===== src/rtl/ex_operand_stage_if.sv =====
// Decode/hazard/bypass to EX operand-stage bundle.
// master: the upstream pipeline driving the stage; slave: ex_operand_stage.
interface ex_operand_stage_if #(
    parameter int unsigned DW  = 32,
    parameter int unsigned RW  = 5,
    parameter int unsigned OPW = 4
);
    logic           id_valid;
    logic [OPW-1:0] id_aluop;
    logic [DW-1:0]  id_rdat1;
    logic [DW-1:0]  id_rdat2;
    logic [DW-1:0]  id_imm;
    logic [4:0]     id_shamt;
    logic [1:0]     id_alusrc;
    logic [RW-1:0]  id_rs;
    logic [RW-1:0]  id_rt;
    logic [RW-1:0]  id_wsel;
    logic           id_regwen;
    logic           stall;
    logic           flush;
    logic           exmem_regwen;
    logic [RW-1:0]  exmem_wsel;
    logic [DW-1:0]  exmem_result;
    logic           memwb_regwen;
    logic [RW-1:0]  memwb_wsel;
    logic [DW-1:0]  memwb_wdat;
    logic           ex_valid;
    logic [OPW-1:0] ALUOP;
    logic [DW-1:0]  Port_A;
    logic [DW-1:0]  Port_B;
    logic [DW-1:0]  ex_store_dat;
    logic [RW-1:0]  ex_wsel;
    logic           ex_regwen;

    modport master (
        output id_valid, id_aluop, id_rdat1, id_rdat2, id_imm, id_shamt,
               id_alusrc, id_rs, id_rt, id_wsel, id_regwen, stall, flush,
               exmem_regwen, exmem_wsel, exmem_result,
               memwb_regwen, memwb_wsel, memwb_wdat,
        input  ex_valid, ALUOP, Port_A, Port_B, ex_store_dat, ex_wsel, ex_regwen
    );

    modport slave (
        input  id_valid, id_aluop, id_rdat1, id_rdat2, id_imm, id_shamt,
               id_alusrc, id_rs, id_rt, id_wsel, id_regwen, stall, flush,
               exmem_regwen, exmem_wsel, exmem_result,
               memwb_regwen, memwb_wsel, memwb_wdat,
        output ex_valid, ALUOP, Port_A, Port_B, ex_store_dat, ex_wsel, ex_regwen
    );
endinterface


===== src/rtl/ex_operand_stage.sv =====
// ID/EX pipeline register with result forwarding and ALU operand select.
// Define EX_FORWARD_EN to enable EX/MEM + MEM/WB bypass and stall refresh.
module ex_operand_stage #(
    parameter int unsigned DW  = 32,
    parameter int unsigned RW  = 5,
    parameter int unsigned OPW = 4
) (
    input  logic              CLK,
    input  logic              nRST,
    ex_operand_stage_if.slave bus
);
    localparam int unsigned SHW = 5;

    typedef struct packed {
        logic           valid;
        logic [OPW-1:0] aluop;
        logic [DW-1:0]  rdat1;
        logic [DW-1:0]  rdat2;
        logic [DW-1:0]  imm;
        logic [SHW-1:0] shamt;
        logic [1:0]     alusrc;
        logic [RW-1:0]  rs;
        logic [RW-1:0]  rt;
        logic [RW-1:0]  wsel;
        logic           regwen;
    } ex_fields_t;

    ex_fields_t    ex_q;
    ex_fields_t    ex_d;
    logic [DW-1:0] fwd_rs;
    logic [DW-1:0] fwd_rt;

`ifdef EX_FORWARD_EN
    // EX/MEM wins over MEM/WB; register 0 never takes a bypass value.
    function automatic logic [DW-1:0] fwd_sel(input logic [RW-1:0] src,
                                              input logic [DW-1:0] latched);
        logic [DW-1:0] r;
        r = latched;
        if (src != '0) begin
            if (bus.exmem_regwen && (bus.exmem_wsel == src))
                r = bus.exmem_result;
            else if (bus.memwb_regwen && (bus.memwb_wsel == src))
                r = bus.memwb_wdat;
        end
        return r;
    endfunction

    always_comb begin
        fwd_rs = fwd_sel(ex_q.rs, ex_q.rdat1);
        fwd_rt = fwd_sel(ex_q.rt, ex_q.rdat2);
    end
`else
    always_comb begin
        fwd_rs = ex_q.rdat1;
        fwd_rt = ex_q.rdat2;
    end

    // Bypass ports and source numbers are kept for interface stability only.
    logic unused_bypass;
    assign unused_bypass = ^{bus.exmem_regwen, bus.exmem_wsel, bus.exmem_result,
                             bus.memwb_regwen, bus.memwb_wsel, bus.memwb_wdat,
                             ex_q.rs, ex_q.rt};
`endif

    // Next-state: flush > stall > load.
    always_comb begin
        ex_d = ex_q;
        if (bus.flush) begin
            ex_d = '0;
        end else if (bus.stall) begin
`ifdef EX_FORWARD_EN
            // Refresh so a producer retiring during the stall is not lost.
            ex_d.rdat1 = fwd_rs;
            ex_d.rdat2 = fwd_rt;
`endif
        end else begin
            ex_d.valid  = bus.id_valid;
            ex_d.aluop  = bus.id_aluop;
            ex_d.rdat1  = bus.id_rdat1;
            ex_d.rdat2  = bus.id_rdat2;
            ex_d.imm    = bus.id_imm;
            ex_d.shamt  = bus.id_shamt;
            ex_d.alusrc = bus.id_alusrc;
            ex_d.rs     = bus.id_rs;
            ex_d.rt     = bus.id_rt;
            ex_d.wsel   = bus.id_wsel;
            ex_d.regwen = bus.id_regwen;
        end
    end

    always_ff @(posedge CLK or negedge nRST) begin
        if (!nRST) ex_q <= '0;
        else       ex_q <= ex_d;
    end

    // Operand select and pipe control outputs.
    always_comb begin
        bus.Port_A = fwd_rs;
        bus.Port_B = fwd_rt;
        case (ex_q.alusrc)
            2'b01: bus.Port_B = ex_q.imm;
            2'b10: begin
                bus.Port_A = fwd_rt;
                bus.Port_B = DW'(ex_q.shamt);
            end
            default: ;
        endcase
        bus.ex_store_dat = fwd_rt;
        bus.ex_valid     = ex_q.valid;
        bus.ALUOP        = ex_q.aluop;
        bus.ex_wsel      = ex_q.wsel;
        bus.ex_regwen    = ex_q.regwen & ex_q.valid;
    end
endmodule


===== src/flat_wrapper.sv =====
// flat-port wrapper written by rule: the top's interface ports become plain ports
module ex_operand_stage_flat 
#(
    parameter int unsigned DW  = 32,
    parameter int unsigned RW  = 5,
    parameter int unsigned OPW = 4
)
  (CLK, nRST, bus_id_valid, bus_id_aluop, bus_id_rdat1, bus_id_rdat2, bus_id_imm, bus_id_shamt, bus_id_alusrc, bus_id_rs, bus_id_rt, bus_id_wsel, bus_id_regwen, bus_stall, bus_flush, bus_exmem_regwen, bus_exmem_wsel, bus_exmem_result, bus_memwb_regwen, bus_memwb_wsel, bus_memwb_wdat, bus_ex_valid, bus_ALUOP, bus_Port_A, bus_Port_B, bus_ex_store_dat, bus_ex_wsel, bus_ex_regwen);
  ex_operand_stage_if #(.DW(DW), .RW(RW), .OPW(OPW)) bus_i ();
  input  logic CLK;
  input  logic nRST;
  input wire logic [$bits(bus_i.id_valid)-1:0] bus_id_valid;
  input wire logic [$bits(bus_i.id_aluop)-1:0] bus_id_aluop;
  input wire logic [$bits(bus_i.id_rdat1)-1:0] bus_id_rdat1;
  input wire logic [$bits(bus_i.id_rdat2)-1:0] bus_id_rdat2;
  input wire logic [$bits(bus_i.id_imm)-1:0] bus_id_imm;
  input wire logic [$bits(bus_i.id_shamt)-1:0] bus_id_shamt;
  input wire logic [$bits(bus_i.id_alusrc)-1:0] bus_id_alusrc;
  input wire logic [$bits(bus_i.id_rs)-1:0] bus_id_rs;
  input wire logic [$bits(bus_i.id_rt)-1:0] bus_id_rt;
  input wire logic [$bits(bus_i.id_wsel)-1:0] bus_id_wsel;
  input wire logic [$bits(bus_i.id_regwen)-1:0] bus_id_regwen;
  input wire logic [$bits(bus_i.stall)-1:0] bus_stall;
  input wire logic [$bits(bus_i.flush)-1:0] bus_flush;
  input wire logic [$bits(bus_i.exmem_regwen)-1:0] bus_exmem_regwen;
  input wire logic [$bits(bus_i.exmem_wsel)-1:0] bus_exmem_wsel;
  input wire logic [$bits(bus_i.exmem_result)-1:0] bus_exmem_result;
  input wire logic [$bits(bus_i.memwb_regwen)-1:0] bus_memwb_regwen;
  input wire logic [$bits(bus_i.memwb_wsel)-1:0] bus_memwb_wsel;
  input wire logic [$bits(bus_i.memwb_wdat)-1:0] bus_memwb_wdat;
  output wire logic [$bits(bus_i.ex_valid)-1:0] bus_ex_valid;
  output wire logic [$bits(bus_i.ALUOP)-1:0] bus_ALUOP;
  output wire logic [$bits(bus_i.Port_A)-1:0] bus_Port_A;
  output wire logic [$bits(bus_i.Port_B)-1:0] bus_Port_B;
  output wire logic [$bits(bus_i.ex_store_dat)-1:0] bus_ex_store_dat;
  output wire logic [$bits(bus_i.ex_wsel)-1:0] bus_ex_wsel;
  output wire logic [$bits(bus_i.ex_regwen)-1:0] bus_ex_regwen;
  assign bus_i.id_valid = bus_id_valid;
  assign bus_i.id_aluop = bus_id_aluop;
  assign bus_i.id_rdat1 = bus_id_rdat1;
  assign bus_i.id_rdat2 = bus_id_rdat2;
  assign bus_i.id_imm = bus_id_imm;
  assign bus_i.id_shamt = bus_id_shamt;
  assign bus_i.id_alusrc = bus_id_alusrc;
  assign bus_i.id_rs = bus_id_rs;
  assign bus_i.id_rt = bus_id_rt;
  assign bus_i.id_wsel = bus_id_wsel;
  assign bus_i.id_regwen = bus_id_regwen;
  assign bus_i.stall = bus_stall;
  assign bus_i.flush = bus_flush;
  assign bus_i.exmem_regwen = bus_exmem_regwen;
  assign bus_i.exmem_wsel = bus_exmem_wsel;
  assign bus_i.exmem_result = bus_exmem_result;
  assign bus_i.memwb_regwen = bus_memwb_regwen;
  assign bus_i.memwb_wsel = bus_memwb_wsel;
  assign bus_i.memwb_wdat = bus_memwb_wdat;
  assign bus_ex_valid = bus_i.ex_valid;
  assign bus_ALUOP = bus_i.ALUOP;
  assign bus_Port_A = bus_i.Port_A;
  assign bus_Port_B = bus_i.Port_B;
  assign bus_ex_store_dat = bus_i.ex_store_dat;
  assign bus_ex_wsel = bus_i.ex_wsel;
  assign bus_ex_regwen = bus_i.ex_regwen;
  ex_operand_stage #(.DW(DW), .RW(RW), .OPW(OPW)) u_core (.CLK(CLK), .nRST(nRST), .bus(bus_i));
endmodule

===== config.mk =====
export PLATFORM = sky130hd
export DESIGN_NAME = ex_operand_stage_flat
export DESIGN_NICKNAME = d
export VERILOG_FILES = /design/src/rtl/ex_operand_stage_if.sv /design/src/rtl/ex_operand_stage.sv /design/src/flat_wrapper.sv
export SDC_FILE = /design/constraint.sdc
export NUM_CORES = 1
export LEC_CHECK = 0
export ABC_CLOCK_PERIOD_IN_PS = 2900
export BUFFER_PORTS_ARGS = -buffer_cell sky130_fd_sc_hd__buf_2
export CORE_ASPECT_RATIO = 1.5
export CORE_MARGIN = 3
export CORE_UTILIZATION = 30
export DETAILED_ROUTE_END_ITERATION = 12
export PLACE_DENSITY_LB_ADDON = 0.25
export REMOVE_ABC_BUFFERS = 1
export SYNTH_ARGS = -nofsm -noshare
export SYNTH_HDL_FRONTEND = slang
export SYNTH_SLANG_ARGS = --single-unit

===== constraint.sdc =====
create_clock -name CLK -period 2.9 [get_ports CLK]
set_input_delay 0.29 -clock CLK [delete_from_list [all_inputs] [get_ports CLK]]
set_output_delay 0.29 -clock CLK [all_outputs]
set_load 0.02 [all_outputs]

==> results.yml <==
timing:
  hold-worst-slack_ps: 121
  setup_viol: 0
  period_needed_ps: 2520
  fin_setup_tns_ps: 0
  period_share_pct: 87.0
  worst_pin_slew_ps: 664
  slew_viol_final: 0
  maxClockFrequency_mhz: 397
  finalHoldViolations: 0
  relSlewSlack_pct: 55.7
  finClkSkew_ps: 0
  rsz0062_at_grt: "false"
cts:
  cts_tree: "built"
  clock-root-buffer: "clkbuf_16"
  clockBufferDepth: 2
  cts_sinks: 114
  post_cts_resized: 0
  cts_buffers: 17
  htree_levels: 4
  postCtsSetupBuffers: 0
  hold_buffers: 1
  worstSkewPairLatency_ps: 400
  clkTransAtPathRegs_ps: 60
placement:
  port_buffers: 224
  gp_congestion: 0.762
  post-place-cells: 913
  dpl.hpwl_um: 11000
layout:
  multi_input_area_mm2: 0.00230
  final_nets: 888
  drive_gt1_share_pct: 42.7
  fillerInstances: 1851
  area_delta_synth_final_pct: 28.0
  regArea_mm2: 0.00285
  finalNonFillerCells: 947
floorplanning:
  die_x_um: 119
  dieArea_mm2: 0.0210
  core_mm2: 0.0187
  start_util_pct: 30.9
  fp.dieH_um: 176
  rows: 61
  io_pins: 311
logic_synthesis:
  synth_common_cells: "dfrtp_1 (114), mux2i_1 (114), nor2_1 (114)"
  yosysSeqAreaShare_pct: 49.4
  ys_ff_latch: 114
  async_flop_share_pct: 100
  synth.distinct_cells: 20
  synthCells: 503
  syn_area_per_cell_um2: 11.5
  synth_edf_count: 0
  yosys_most_used_dff: "dfrtp_1"
  netlist.area_leader.share_pct: 49.4
  yosysTopAreaCell: "dfrtp_1"
  yosysWarnings: 0
  netlist_top_cells_area: "dfrtp_1 (49%), mux2i_1 (20%), nor2_1 (7.4%)"
  synth_area_mm2: 0.00578
worst_setup_path:
  critical_path.top_delay_family: "simple AND/OR/NAND/NOR gates"
  crit_slowest_cell: "and2b_1"
  arrival_ps: 2230
  critPathKind: "flop to output port"
  slowest_delay_ps: 530
  cp_max_fo: 9
  startpoint_type: "flop"
  crit_chain: "inv_1 -> ha_1 -> and2b_1 -> buf_4 -> a22o_1 -> buf_2"
  crit_required_ps: 2610
  crit_buf_inv: 3
  crit_path_end_kind: "output port"
route:
  routed_wl_um: 15600
  met3_length_um: 765
  first_pass_iters: 4
  vias: 4288
  top_layer_used: "met4"
  wl_met1_um: 6060
  drt_iter0_markers: 241
  met2_length_um: 8470
  ant_nets: 0
  via_per_inst: 4.53
  wire_per_inst_um: 16.5
  drcViolationCount: 0
flow_run:
  max_cap_violations: 0
global_route:
  antenna_found_initial: 2
  grt_max_degree: 65
  grt_first_pass_wirelength_um: 25000
  grt_util_all_layers_pct: 15.1
  grt_pass1_vias: 4627
  grt_remaining_overflow: 0
min_path:
  min_path_type: "input pin to flop"
run_status:
  outcome: "complete, no violations"
power:
  leakage_nw: 4.08
  ir_worst_vdd_mv: 0.261
  power_density_mw_per_mm2: 614
[cells in the final DEF, fill, tap and decap left out]
| master | netlist | final |
|---|---|---|
| ha_1 | 3 | 2 |
| buf_2 | 5 | 221 |
| diode_2 | 0 | 2 |
| bufinv_16 | 0 | 3 |
| dfrtp_1 | 114 | 114 |
| nand2_1 | 7 | 7 |
| o21ai_0 | 6 | 6 |
| a22o_1 | 26 | 26 |
| inv_1 | 2 | 2 |
| clkinvlp_4 | 0 | 2 |
| buf_6 | 3 | 1 |
| and2b_1 | 1 | 1 |
| nor2_1 | 114 | 114 |
| mux2i_1 | 114 | 114 |
| mux2_1 | 2 | 2 |
| clkbuf_16 | 0 | 17 |
| mux2_2 | 30 | 30 |
| buf_4 | 50 | 7 |
| buf_12 | 6 | 7 |
| dlygate4sd3_1 | 0 | 1 |
| clkbuf_8 | 0 | 2 |
| a22oi_1 | 5 | 5 |
| and2_1 | 1 | 1 |
| clkinv_4 | 0 | 1 |
| ha_2 | 0 | 1 |
| clkbuf_1 | 7 | 2 |
| clkinv_2 | 0 | 4 |
[through the flow]
step | instance area, um^2 | total power [mW] | worst slack (ps) | utilization [%]
after CTS | 7390 | 4.63 | 278 | 39.5
final | 7400 | 4.54 | 378 | 39.6
after detailed placement | 6790 | 2.48 | 737 | 36.3
after global placement | 6790 | 2.46 | 745 | 36.3
after floorplan | 5160 | 2.11 | 588 | -
after global routing | 7400 | 4.77 | 251 | 39.6
[path summary, 6_finish.rpt]
check | startpoint | endpoint | slack [ps] | depth (start not counted)
max | u_core.ex_q[16] | bus_Port_B[29] | 380 | 6
min | bus_id_wsel[2] | u_core.bus.ex_wsel[2] | 120 | 3
max reg2reg | u_core.bus.ex_store_dat[0] | u_core.bus.ex_store_dat[0] | 2090 | 2
min reg2reg | u_core.fwd_rs[19] | u_core.fwd_rs[19] | 520 | 2
max in group asynchronous | nRST | u_core.bus.ALUOP[3] | 1710 | 3
min in group asynchronous | nRST | u_core.fwd_rs[14] | 430 | 2
[state kept, by name, summed over array words and instances, names as in the netlist]
name	count
u_core.fwd_rs	32
u_core.bus.ex_valid	1
u_core.bus.ex_wsel	5
u_core.bus.ex_store_dat	32
u_core.bus.ALUOP	4
u_core.ex_q	40
[power breakdown]
| group | switching (mW) | internal (mW) |
|---|---|---|
| Combinational | 0.402 | 0.293 |
| Sequential | 0.0642 | 1.68 |
| Clock | 0.714 | 1.39 |
[cell families after synthesis]
kind of cell	count (synthesis)	synth area share [%]
AO/OA/AOI/OAI	37	5.11
adder cells (fa/ha/maj)	3	0.649
buffers and inverters	80	10.8
flip-flops	114	49.4
multiplexers	146	26.0
AND/OR/NAND/NOR	123	8.10
[layout make-up]
class | count | area share, %
clock inverter | 10 | 1.81
timing repair buffer | 237 | 17.8
sequential | 114 | 38.6
multi-input combinational | 309 | 31.1
antenna | 2 | 0.0676
tap | 252 | 4.26
inverter | 2 | 0.101
clock buffer | 21 | 6.22
[worst register-to-register path: cells and delay by family, from the launching register on]
family	cells	cell delay, ps
flip-flops	1	450
multiplexers	1	170
AND/OR/NAND/NOR	1	60
[layer usage]
layer | global-route usage, % | vias up
met1 | 17.2 | 2101
li1 | - | 2033
met3 | 3.69 | 20
met5 | 0 | -
met4 | 6.21 | 0
met2 | 27.0 | 134
(Power assumes the default switching activity.)
